## config.mk

```make
export PLATFORM = sky130hd
export DESIGN_NAME = pipe_stall_ctrl
export DESIGN_NICKNAME = d
export VERILOG_FILES = /design/src/rtl/pipe_stall_ctrl_pkg.sv /design/src/rtl/pipe_stall_ctrl_mc_counter.sv /design/src/rtl/pipe_stall_ctrl.sv
export SDC_FILE = /design/constraint.sdc
export NUM_CORES = 1
export LEC_CHECK = 0
export ABC_AREA = 0
export BUFFER_PORTS_ARGS = -buffer_cell sky130_fd_sc_hd__buf_4
export CAP_MARGIN = 10
export CORE_ASPECT_RATIO = 1.5
export CORE_MARGIN = 1
export CORE_UTILIZATION = 45
export CTS_CLUSTER_SIZE = 25
export DETAILED_ROUTE_END_ITERATION = 10
export GPL_ROUTABILITY_DRIVEN = 0
export GPL_TIMING_DRIVEN = 0
export PLACE_DENSITY = 0.77
export SLEW_MARGIN = 20
export SYNTH_ARGS = -nofsm -noshare
export SYNTH_HDL_FRONTEND = slang
export SYNTH_SLANG_ARGS = --single-unit
```

## constraint.sdc

```tcl
create_clock -name i_clk -period 2.6 [get_ports i_clk]
set_clock_uncertainty 0.1 [all_clocks]
set_input_delay 0.39 -clock i_clk [delete_from_list [all_inputs] [get_ports i_clk]]
set_output_delay 0.39 -clock i_clk [all_outputs]
set_load 0.02 [all_outputs]
```

## src/rtl/pipe_stall_ctrl_pkg.sv

```systemverilog
// Shared types and constants for the pipeline stall controller.
package pipe_stall_ctrl_pkg;

  // Default geometry of the five-stage core
  localparam int NUM_STAGES_DEF = 5;
  localparam int MC_CNT_W_DEF   = 6;
  localparam int PC_W_DEF       = 32;

  // Stage indices
  localparam int STG_IF  = 0;
  localparam int STG_ID  = 1;
  localparam int STG_EX  = 2;
  localparam int STG_MEM = 3;
  localparam int STG_WB  = 4;

  // Controller FSM encoding
  typedef enum logic [1:0] {
    ST_RUN   = 2'd0,
    ST_MULTI = 2'd1,
    ST_FLUSH = 2'd2
  } state_t;

endpackage

```

## src/rtl/pipe_stall_ctrl_mc_counter.sv

```systemverilog
// Multi-cycle latency counter: load / saturating decrement / abort, with a
// flag that marks the op's final held cycle.
module pipe_stall_ctrl_mc_counter #(
  parameter int W = 6
) (
  input  logic         i_clk,
  input  logic         i_rst,
  input  logic         i_load,
  input  logic [W-1:0] i_load_val,
  input  logic         i_dec,
  input  logic         i_abort,
  output logic         o_last
);

  logic [W-1:0] r_cnt;

  // Abort beats load beats decrement; decrement saturates at zero
  always_ff @(posedge i_clk) begin
    if (i_rst)                   r_cnt <= '0;
    else if (i_abort)            r_cnt <= '0;
    else if (i_load)             r_cnt <= i_load_val;
    else if (i_dec && r_cnt != '0) r_cnt <= r_cnt - 1'b1;
  end

  assign o_last = (r_cnt == W'(1));

endmodule

```

## src/rtl/pipe_stall_ctrl.sv

```systemverilog
// Pipeline stall controller: merges per-stage stall requests, EX multi-cycle
// holds and MEM flush/redirect into one stall bus plus a registered flush.
// Optional feature macro: PIPE_PERF_CNT_EN adds stall-cycle and flush counters.
module pipe_stall_ctrl
  import pipe_stall_ctrl_pkg::*;
#(
  parameter int NUM_STAGES = NUM_STAGES_DEF,
  parameter int MC_CNT_W   = MC_CNT_W_DEF,
  parameter int PC_W       = PC_W_DEF,
  parameter int EX_IDX     = STG_EX
) (
  input  logic                  i_clk,
  input  logic                  i_rst,
  input  logic [NUM_STAGES-1:0] i_stallreq,
  input  logic                  i_mc_start,
  input  logic [MC_CNT_W-1:0]   i_mc_cycles,
  input  logic                  i_flush_req,
  input  logic [PC_W-1:0]       i_flush_pc,
  output logic [NUM_STAGES:0]   o_stall,
  output logic                  o_mc_busy,
  output logic                  o_mc_done,
  output logic                  o_flush,
  output logic [PC_W-1:0]       o_new_pc
`ifdef PIPE_PERF_CNT_EN
  ,
  output logic [31:0]           o_perf_stall_cyc,
  output logic [31:0]           o_perf_flush_cnt
`endif
);

  state_t                r_state, w_state_nxt;
  logic [PC_W-1:0]       r_new_pc;
  logic                  w_ex_hold, w_mc_done, w_stall_kill, w_pc_ld;
  logic                  w_cnt_load, w_cnt_dec, w_cnt_abort, w_cnt_last;
  logic [NUM_STAGES-1:0] w_eff;
  logic [NUM_STAGES:0]   w_stall_raw;

  // Counter holds the held cycles still to come after the start cycle, so
  // an N-cycle op loads N-1 and the final held cycle is the one with count 1.
  pipe_stall_ctrl_mc_counter #(.W(MC_CNT_W)) u_mc_cnt (
    .i_clk      (i_clk),
    .i_rst      (i_rst),
    .i_load     (w_cnt_load),
    .i_load_val (i_mc_cycles - 1'b1),
    .i_dec      (w_cnt_dec),
    .i_abort    (w_cnt_abort),
    .o_last     (w_cnt_last)
  );

  // State and redirect-target registers
  always_ff @(posedge i_clk) begin
    if (i_rst) begin
      r_state  <= ST_RUN;
      r_new_pc <= '0;
    end else begin
      r_state <= w_state_nxt;
      if (w_pc_ld) r_new_pc <= i_flush_pc;
    end
  end

  // Next state and control: flush_req outranks mc_start, which outranks stallreq
  always_comb begin
    w_state_nxt  = r_state;
    w_ex_hold    = 1'b0;
    w_mc_done    = 1'b0;
    w_stall_kill = 1'b0;
    w_pc_ld      = 1'b0;
    w_cnt_load   = 1'b0;
    w_cnt_dec    = 1'b0;
    w_cnt_abort  = 1'b0;
    case (r_state)
      ST_RUN: begin
        if (i_flush_req) begin
          w_pc_ld      = 1'b1;
          w_stall_kill = 1'b1;
          w_state_nxt  = ST_FLUSH;
        end else if (i_mc_start) begin
          if (i_mc_cycles == '0) begin
            w_mc_done = 1'b1;
          end else if (i_mc_cycles == MC_CNT_W'(1)) begin
            w_ex_hold = 1'b1;
            w_mc_done = 1'b1;
          end else begin
            w_ex_hold   = 1'b1;
            w_cnt_load  = 1'b1;
            w_state_nxt = ST_MULTI;
          end
        end
      end
      ST_MULTI: begin
        if (i_flush_req) begin
          w_cnt_abort  = 1'b1;
          w_pc_ld      = 1'b1;
          w_stall_kill = 1'b1;
          w_state_nxt  = ST_FLUSH;
        end else begin
          // Done cycle is still held; the result is consumed the cycle after
          w_ex_hold = 1'b1;
          w_cnt_dec = 1'b1;
          if (w_cnt_last) begin
            w_mc_done   = 1'b1;
            w_state_nxt = ST_RUN;
          end
        end
      end
      ST_FLUSH: begin
        w_stall_kill = 1'b1;
        w_state_nxt  = ST_RUN;
      end
      default: w_state_nxt = ST_RUN;
    endcase
  end

  // Priority encode: highest requesting stage s holds stages 0..s+1
  assign w_eff          = i_stallreq | (NUM_STAGES'(w_ex_hold) << EX_IDX);
  assign w_stall_raw[0] = |w_eff;
  for (genvar k = 1; k <= NUM_STAGES; k++) begin : g_stall
    assign w_stall_raw[k] = |w_eff[NUM_STAGES-1:k-1];
  end

  assign o_stall   = w_stall_kill ? '0 : w_stall_raw;
  assign o_mc_busy = (r_state == ST_MULTI);
  assign o_mc_done = w_mc_done;
  assign o_flush   = (r_state == ST_FLUSH);
  assign o_new_pc  = r_new_pc;

`ifdef PIPE_PERF_CNT_EN
  logic [31:0] r_perf_stall_cyc, r_perf_flush_cnt;

  // Free-running performance counters, wrapping at 2**32
  always_ff @(posedge i_clk) begin
    if (i_rst) begin
      r_perf_stall_cyc <= '0;
      r_perf_flush_cnt <= '0;
    end else begin
      if (o_stall[0]) r_perf_stall_cyc <= r_perf_stall_cyc + 32'd1;
      if (o_flush)    r_perf_flush_cnt <= r_perf_flush_cnt + 32'd1;
    end
  end

  assign o_perf_stall_cyc = r_perf_stall_cyc;
  assign o_perf_flush_cnt = r_perf_flush_cnt;
`endif

endmodule

```

==> flow_metrics.tcl, run 1 <==
set metrics [dict create \
    root_buffer "clkbuf_8" \
    final_nets 375 \
    synth_area_leader_cell "dfxtp_1" \
    synth_xor_area_share_pct 0.9845 \
    maxCapViolations 0 \
    whs_ns 0.2440 \
    cts_hold_buf 0 \
    path_clk_slew_ns 0.07 \
    clock_sinks 40 \
    syn_inst 230 \
    hold_viol 0 \
    hpwl_um 3397 \
    antennaDiodeCount 0 \
    area_growth_syn_to_layout_pct 43.67 \
    dr.pass1.iters 4 \
    r2r_cells 6 \
    p_per_area_nw_per_um2 534.9 \
    fp.coreArea_um2 3716 \
    syn_area_per_cell_um2 7.736 \
    postRouteAntennaNets 0 \
    crit_path_top_delay_cell "or4b_4" \
    routedWlPerCell_um 12.01 \
    drt_wl_total_um 4394 \
    synth_compound_area_share_pct 18.85 \
    via_count 1843 \
    ctsResizeCount 0 \
    grt_pass1_wl_um 6913 \
    yosysUniqueCellTypes 40 \
    cp-end-kind "output pin" \
    synth_nets 282 \
    place_ws_ns 0.3380 \
    fin_crit_sh_pct 93.56 \
    die_w_um 53.34 \
    post_drt_via_cell_ratio 5.036 \
    first_iter_violations 30 \
    dieArea_um2 4214 \
    outcome "completed" \
    overflow 0 \
    irDropWorstVdd_v 0.0003962 \
    yosys-top-cells-area "dfxtp_1, nand2_1, a21oi_1, ha_1, clkbuf_1" \
    rr_startpoint "u_mc_cnt.r_cnt[0]$_SDFFE_PP0P_" \
    drive_above_1_share_pct 30.34 \
    die_h_um 79.01 \
    reg2reg_slack_ns 0.51 \
    hp-class "in2reg" \
    setup_slack_ns 0.1674 \
    min_to "o_new_pc[8]$_SDFFE_PP0P_" \
    syn-cell-area_um2 1779 \
    crit_type "reg2out" \
    r2r_end "u_mc_cnt.r_cnt[0]$_SDFFE_PP0P_" \
    io_buffers 86 \
    synth_top_family_by_area "simple AND/OR/NAND/NOR gates" \
    slowest_delay_ns 0.57 \
    numCtsBuffers 5 \
    clock_tree.buffer_depth 2 \
    clk_latency_ns 0.29 \
    whs_path_depth 3 \
    setup_violations 0 \
    synth_edf_count 0 \
    grt_use_total_pct 21.70 \
    yosys_warnings 0 \
    fin_util_pct 68.79 \
    yosysSeqAreaShare_pct 45.01 \
    core.rowCount 27 \
    postCtsSetupBuffers 0 \
    yosys.area_share.simple_pct 26.02 \
    grt_max_degree 12 \
    rsz0062_at_grt "false" \
    netlist.area_leader.share_pct 45.01 \
    drc 0 \
    crit_chain "or4b_4 -> a21oi_1 -> nor3_1 -> a21oi_1 -> buf_4 -> buf_4" \
    worst_pin_slew_ns 0.5197 \
    finalSetupTns_ns 0 \
    cts_tree "yes" \
    cp.arrival_ns 1.94 \
    ys_ff_latch 40 \
    cp-start-kind "register" \
    synth_fa_ha_area_share_pct 3.516 \
    async_reset_ff_share_pct 0 \
    power_mw 1.367 \
    synth_flop_cell "dfxtp_1" \
    cts_htree_levels 2 \
    ioPinCount 88 \
    finalCriticalPeriod_ns 2.433 \
    drv_slew 0 \
    grt_antenna_before_repair 0 \
    slew_headroom_pct 65.05 \
    path_max_fanout 6 \
    p_leak_nw 1.166 \
    synth_commonest_cells "nand2_1, a21oi_1, dfxtp_1" \
    grt_pass1_vias 1656 \
    max_freq_ghz 0.4111 \
    required_ns 2.11 \
    synth_most_common_cell "nand2_1" \
    synth_mux_area_share_pct 0.5626 \
    hp-start "i_flush_pc[8]" \
    start_util_pct 47.88 \
]
## worst max-delay path: cells and delay by family, from the launching register on
| kind | cells | cell delay, ns |
|---|---|---|
| compound gates | 2 | 0.39 |
| simple gates | 2 | 0.66 |
| buf+inv | 2 | 0.26 |
| flops | 1 | 0.35 |
## registers in the layout, indices dropped and copies added, names as in the netlist
| register | flops |
|---|---|
| o_new_pc | 32 |
| u_mc_cnt.r_cnt | 6 |
| r_state | 2 |
## report_power, final
| part | internal (mW) | switching, mW |
|---|---|---|
| clock network | 0.182 | 0.202 |
| logic | 0.148 | 0.163 |
| registers | 0.649 | 0.0233 |
| total | 0.979 | 0.388 |
## how the worst max path moves through the flow
stage               cells past startpoint         end               startpoint  slack (ns)
CTS                                     6  o_stall[1]  r_state[1]$_SDFFE_PP0P_        0.15
floorplan                               5  o_stall[1]              i_flush_req        0.36
finish                                  6  o_stall[1]  r_state[1]$_SDFFE_PP0P_        0.17
global placement                        7  o_stall[1]              i_flush_req        0.35
global route                            6  o_stall[1]  r_state[1]$_SDFFE_PP0P_        0.07
detailed placement                      7  o_stall[1]              i_flush_req        0.34
## per-stage QoR
step / instances / cell area, um^2
6_report: 366 / 2556
5_1_grt: 366 / 2556
4_1_cts: 366 / 2556
3_5_place_dp: 359 / 2479
3_3_place_gp: 359 / 2479
2_1_floorplan: 230 / 1779
## cells in the final DEF, fill, tap and decap left out, types with 2 or more instances in the layout
master / n
or4_1: 2
nand2b_1: 3
clkbuf_8: 5
buf_4: 87
o31a_1: 2
o22a_1: 2
a21oi_1: 42
dfxtp_1: 40
clkbuf_1: 12
o31ai_1: 3
ha_1: 5
inv_1: 7
nor2_1: 11
nand3_1: 5
nand2_1: 68
a21o_1: 2
and2b_1: 2
## layout make-up
class / count / area, um^2
multi-input cells: 169 / 888.4
clock inverters: 1 / 5.005
flip-flops and latches: 40 / 800.8
plain buffers: 14 / 63.81
clock buffers: 6 / 72.57
fillers: 360 / 1160
repair buffers: 86 / 645.6
inverters: 7 / 26.28
well taps: 43 / 53.80
## per-layer routing
layer / global-route usage [%] / wire [um]
met3: 4.598 / 269
met2: 38.75 / 2343
met1: 23.09 / 1707
met5: 0 / 0
met4: 10.00 / 73
## kinds of logic (layout without fill, tap and decap cells)
family,count (synthesis),after routing
simple gates,103,103
compound gates,58,58
flops,40,40
buf+inv,21,114
fa+ha+maj,5,5
xor+xnor,2,2
mux,1,1
No activity file was read; power rests on OpenSTA's default activity.
==> inputs of run 2 (changes only) <==
Settings changed: ABC_AREA 0 to 1, CORE_UTILIZATION 45 to 47, PLACE_DENSITY 0.77 to 0.78.
==> flow_metrics.tcl, run 2 <==
set metrics [dict create \
    power_mw 1.520 \
    dieArea_um2 4488 \
    fin_util_pct 69.77 \
    crit_end "o_stall[1]" \
    finalCriticalPeriod_ns 2.121 \
    r2r_cells 9 \
    cts_htree_levels 2 \
    maxCapViolations 0 \
    fin_crit_sh_pct 81.57 \
    root_buffer "clkbuf_8" \
    largest_reg_flops 32 \
    place_ws_ns 0.5641 \
    grt_pass1_vias 1835 \
    grt_max_degree 13 \
    start_util_pct 49.66 \
    cp-end-kind "output pin" \
    dr.pass1.iters 4 \
    num-fill-cells 338 \
    rr_startpoint "u_mc_cnt.r_cnt[0]$_SDFFE_PP0P_" \
    core.rowCount 28 \
    crit_path_top_delay_cell "dfxtp_1" \
    mostFrequentLayoutCells "buf_4, nor2_1, dfxtp_1" \
    required_ns 2.11 \
    crit_chain "inv_2 -> nand2_2 -> nor2_4 -> nand3_1 -> nand3b_1 -> nand2_1 -> nand2_1 -> buf_4 -> buf_4" \
    grt_pass1_wl_um 7238 \
    post_drt_via_cell_ratio 4.891 \
    slowest_delay_ns 0.37 \
    regArea_um2 800.8 \
    via_count 2010 \
    final_common_cell "buf_4" \
    outcome "completed" \
    drv_slew 0 \
    whs_ns 0.1647 \
    ys_ff_latch 40 \
    first_iter_violations 40 \
    routedWlPerCell_um 11.42 \
    overflow 0 \
    slew_headroom_pct 75.04 \
    yosys-top-cells-area "dfxtp_1, nor2_1, nand2_1, o21ai_1, inv_1" \
    antennaDiodeCount 0 \
    worst_pin_slew_ns 0.3744 \
    finalSetupTns_ns 0 \
    hpwl_um 3744 \
    cp.arrival_ns 1.63 \
    numCtsBuffers 5 \
    clk_latency_ns 0.30 \
    grt_antenna_before_repair 0 \
    die_h_um 81.56 \
    crit_type "reg2out" \
    synth_area_leader_cell "dfxtp_1" \
    synth_edf_count 0 \
    drive_above_1_share_pct 35.52 \
    path_clk_slew_ns 0.07 \
    yosys_warnings 0 \
    drc 0 \
    area_growth_syn_to_layout_pct 40.50 \
    drt_wl_total_um 4693 \
    setup.worst_path.start "r_state[1]$_SDFFE_PP0P_" \
    hp-class "in2reg" \
    final_nets 417 \
    yosysSeqAreaShare_pct 40.38 \
    postCtsSetupBuffers 0 \
    path_max_fanout 7 \
    io_buffers 87 \
    r2r_end "u_mc_cnt.r_cnt[2]$_SDFFE_PP0P_" \
    cts_tree "yes" \
    syn_area_per_cell_um2 7.318 \
    fp.coreArea_um2 3994 \
    rsz0062_at_grt "false" \
    max_freq_ghz 0.4715 \
    p_leak_nw 1.428 \
    syn_inst 271 \
    irDropWorstVdd_v 0.0004965 \
    synth_nets 323 \
    synth_most_common_cell "nor2_1" \
    reg2reg_slack_ns 1.04 \
    clock_tree.buffer_depth 2 \
    cp-start-kind "register" \
    grt_use_total_pct 22.36 \
    clock_sinks 40 \
    setup_violations 0 \
    cts_hold_buf 0 \
    setup_slack_ns 0.4791 \
    async_reset_ff_share_pct 0 \
    multiInputGateArea_um2 977.2 \
    netlist.area_leader.share_pct 40.38 \
    postRouteAntennaNets 0 \
    p_per_area_nw_per_um2 545.6 \
    synth_flop_cell "dfxtp_1" \
    synth_commonest_cells "nor2_1, dfxtp_1, nand2_1" \
    ctsResizeCount 0 \
    ioPinCount 88 \
    hold_viol 0 \
    die_w_um 55.04 \
    yosysUniqueCellTypes 27 \
    syn-cell-area_um2 1983 \
]
-- run 2: changes by cell type in the layout (fill, tap and decap cells not counted), moves of 5 or more --
cell / before / now
inv_1: 7 / 24
o21ai_1: 0 / 20
inv_2: 0 / 6
o21ai_0: 1 / 12
clkbuf_1: 12 / 4
nand3_1: 5 / 14
nor2_2: 0 / 11
nand4_1: 1 / 7
a21oi_1: 42 / 4
buf_6: 1 / 6
nand2_1: 68 / 31
nor2_1: 11 / 67
-- run 2: worst max-delay path, delay by kind of cell (launching register included) --
kind	cells	cell delay [ns]
and+or+nand+nor	6	0.63
DFF	1	0.37
buffers and inverters	3	0.34
-- run 2: final cells by class --
| cell class | count | share of cell area [%] |
|---|---|---|
| Sequential cell | 40 | 28.74 |
| Clock inverter | 1 | 0.2694 |
| Tap cell | 45 | 2.021 |
| Buffer | 10 | 3.098 |
| Inverter | 31 | 4.266 |
| Clock buffer | 7 | 3.098 |
| Timing Repair Buffer | 87 | 23.44 |
| Multi-Input combinational cell | 190 | 35.07 |
-- run 2: per-layer routing --
metal,share of wire [%],global-route usage (%),vias to the layer above
li1,-,-,1041
met1,37,20.27,902
met2,55,42.53,55
met3,5.2,5.741,12
met4,2.5,11.50,0
met5,0,0,-
-- run 2: report_power, final --
| part | leakage (nW) | switching [mW] | internal, mW | total (mW) |
|---|---|---|---|---|
| combinational | 1.05 | 0.220 | 0.184 | 0.404 |
| sequential | 0.331 | 0.0288 | 0.660 | 0.688 |
| clock | 0.0445 | 0.212 | 0.215 | 0.428 |
| total | 1.43 | 0.461 | 1.06 | 1.52 |
-- run 2: through the flow --
step / cell area [um^2] / cells
after floorplan: 1983 / 271
after global placement: 2693 / 403
after detailed placement: 2693 / 403
after CTS: 2786 / 411
after global routing: 2786 / 411
final: 2786 / 411
-- run 2: worst min-delay path by stage --
stage,slack (ns),end,cells past startpoint,start
2_1_floorplan,0.35,u_mc_cnt.r_cnt[1]$_SDFFE_PP0P_,2,u_mc_cnt.r_cnt[1]$_SDFFE_PP0P_
3_3_place_gp,0.37,u_mc_cnt.r_cnt[0]$_SDFFE_PP0P_,2,u_mc_cnt.r_cnt[0]$_SDFFE_PP0P_
3_5_place_dp,0.38,u_mc_cnt.r_cnt[1]$_SDFFE_PP0P_,2,u_mc_cnt.r_cnt[1]$_SDFFE_PP0P_
4_1_cts,0.16,r_state[0]$_SDFFE_PP0P_,2,i_rst
5_1_grt,0.17,r_state[1]$_SDFFE_PP0P_,2,i_rst
6_report,0.16,r_state[0]$_SDFFE_PP0P_,2,i_rst
-- run 2: cells by family after synthesis --
kind of cell             after synthesis  synth area share, %
buffers and inverters                 41                10.35
AND/OR/NAND/NOR                      142                33.94
flip-flops                            40                40.38
AO/OA/AOI/OAI                         37                9.527
adder cells (fa/ha/maj)                5                3.155
XOR/XNOR                               6                2.650
==> inputs of run 3 (changes only) <==
Settings changed: CORE_UTILIZATION 47 to 42, PLACE_DENSITY 0.78 to 0.73.
Clock period 2.6 ns to 1.8 ns, I/O delays scaled along.
==> flow_metrics.tcl, run 3 (synthesis results as in run 2) <==
set metrics [dict create \
    cts_tree "yes" \
    fp.coreArea_um2 4542 \
    rr_startpoint "u_mc_cnt.r_cnt[0]$_SDFFE_PP0P_" \
    cp_num_buf_inv 2 \
    dp_cells 422 \
    irDropWorstVdd_v 0.0006498 \
    rsz0062_at_grt "true" \
    cp.arrival_ns 1.42 \
    outcome "completed" \
    worst_pin_slew_ns 0.3652 \
    path_max_fanout 3 \
    finalNonFillerCells 435 \
    place_ws_ns 0.005413 \
    reg2reg_slack_ns 0.26 \
    r2r_cells 9 \
    path_clk_slew_ns 0.07 \
    crit_end "o_mc_done" \
    finalCriticalPeriod_ns 1.794 \
    core.rowCount 30 \
    crit_chain "inv_2 -> ha_4 -> nand4_1 -> o32ai_2 -> buf_4" \
    overflow 0 \
    clock_sinks 40 \
    cp-start-kind "register" \
    grt_antenna_before_repair 0 \
    slowest_delay_ns 0.33 \
    cp-end-kind "output pin" \
    required_ns 1.43 \
    crit_cells 5 \
    antennaDiodeCount 0 \
    drt_wl_total_um 4720 \
    p_per_area_nw_per_um2 794.1 \
    postRouteAntennaNets 0 \
    p_leak_nw 1.470 \
    grt_use_total_pct 18.67 \
    setup_violations 0 \
    setup_slack_ns 0.006296 \
    root_buffer "clkbuf_8" \
    mostFrequentLayoutCells "buf_4, nor2_1, dfxtp_1" \
    io_buffers 87 \
    ioPinCount 88 \
    start_util_pct 43.66 \
    hp-class "in2reg" \
    maxCapViolations 0 \
    crit_path_top_delay_cell "dfxtp_2" \
    final_common_cell "buf_4" \
    whs_path_depth 2 \
    grt_pass1_vias 1815 \
    die_w_um 58.11 \
    hold_viol 0 \
    final_nets 422 \
    r2r_end "u_mc_cnt.r_cnt[2]$_SDFFE_PP0P_" \
    first_iter_violations 35 \
    grt_max_degree 14 \
    clock_tree.buffer_depth 2 \
    drc 0 \
    largest_reg_flops 32 \
    drive_above_1_share_pct 39.89 \
    post_drt_via_cell_ratio 4.579 \
    clk_latency_ns 0.29 \
    fin_crit_sh_pct 99.65 \
    routedWlPerCell_um 10.85 \
    slew_headroom_pct 75.65 \
    cts_htree_levels 2 \
    max_freq_ghz 0.5575 \
    via_count 1992 \
    area_growth_syn_to_layout_pct 47.07 \
    dieArea_um2 5006 \
    fin_util_pct 64.21 \
    grt_pass1_wl_um 7341 \
    hpwl_um 3602 \
    setup.worst_path.start "u_mc_cnt.r_cnt[1]$_SDFFE_PP0P_" \
    numCtsBuffers 5 \
    die_h_um 86.16 \
    drv_slew 0 \
    cp_top_family "flip-flops" \
    power_mw 2.316 \
    crit_type "reg2out" \
    dr.pass1.iters 4 \
]
-- run 3: timing repair --
| item | in CTS | in global routing |
|---|---|---|
| hold buffers | 0 | 0 |
| pin swaps | 6 | 4 |
| endpoints found under the hold margin | 0 | 0 |
| gates resized for setup | 6 | 11 |
| setup endpoints to repair | 5 | 5 |
| buffers inserted | 5 | 1 |
-- run 3: worst min path at each step --
stage          slack, ns  startpoint                 endpoint
2_1_floorplan       0.24       i_rst  r_state[0]$_SDFFE_PP0P_
3_3_place_gp        0.35       i_rst  r_state[0]$_SDFFE_PP0P_
3_5_place_dp        0.36       i_rst  r_state[0]$_SDFFE_PP0P_
4_1_cts             0.04       i_rst  r_state[0]$_SDFFE_PP0P_
5_1_grt             0.04       i_rst  r_state[0]$_SDFFE_PP0P_
6_report            0.05       i_rst  r_state[1]$_SDFFE_PP0P_
-- run 3: final cells by class --
class	count	area, um^2
Multi-Input combinational cell	190	1010
Timing Repair Buffer	93	705.7
Clock inverter	3	42.54
Fill cell	408	1625
Buffer	9	78.83
Clock buffer	5	68.82
Tap cell	64	80.08
Sequential cell	40	809.5
Inverter	31	121.4
-- run 3: power by group --
part,leakage (nW),internal (mW),switching (mW),total (mW)
Combinational,1.08,0.278,0.326,0.604
Sequential,0.333,0.953,0.0417,0.995
Clock,0.0541,0.410,0.306,0.717
Total,1.47,1.64,0.674,2.32
-- run 3: metrics by stage --
stage / setup TNS [ns] / hold WS (ns) / area, um^2
after detailed placement: 0 / 0.3551 / 2716
after global placement: 0 / 0.3549 / 2716
after floorplan: 0 / 0.2391 / 1983
final: 0 / 0.05153 / 2917
after CTS: 0 / 0.03914 / 2877
after global routing: -0.02247 / 0.03526 / 2917
-- run 3: routing by layer --
layer  global-route usage [%]  part of all wire (%)  vias to the layer above
li1                         -                     -                     1047
met1                    18.53                    41                      882
met2                    35.21                    52                       56
met3                    4.525                   5.0                        7
met4                    8.658                   1.9                        0
met5                        0                     0                        -
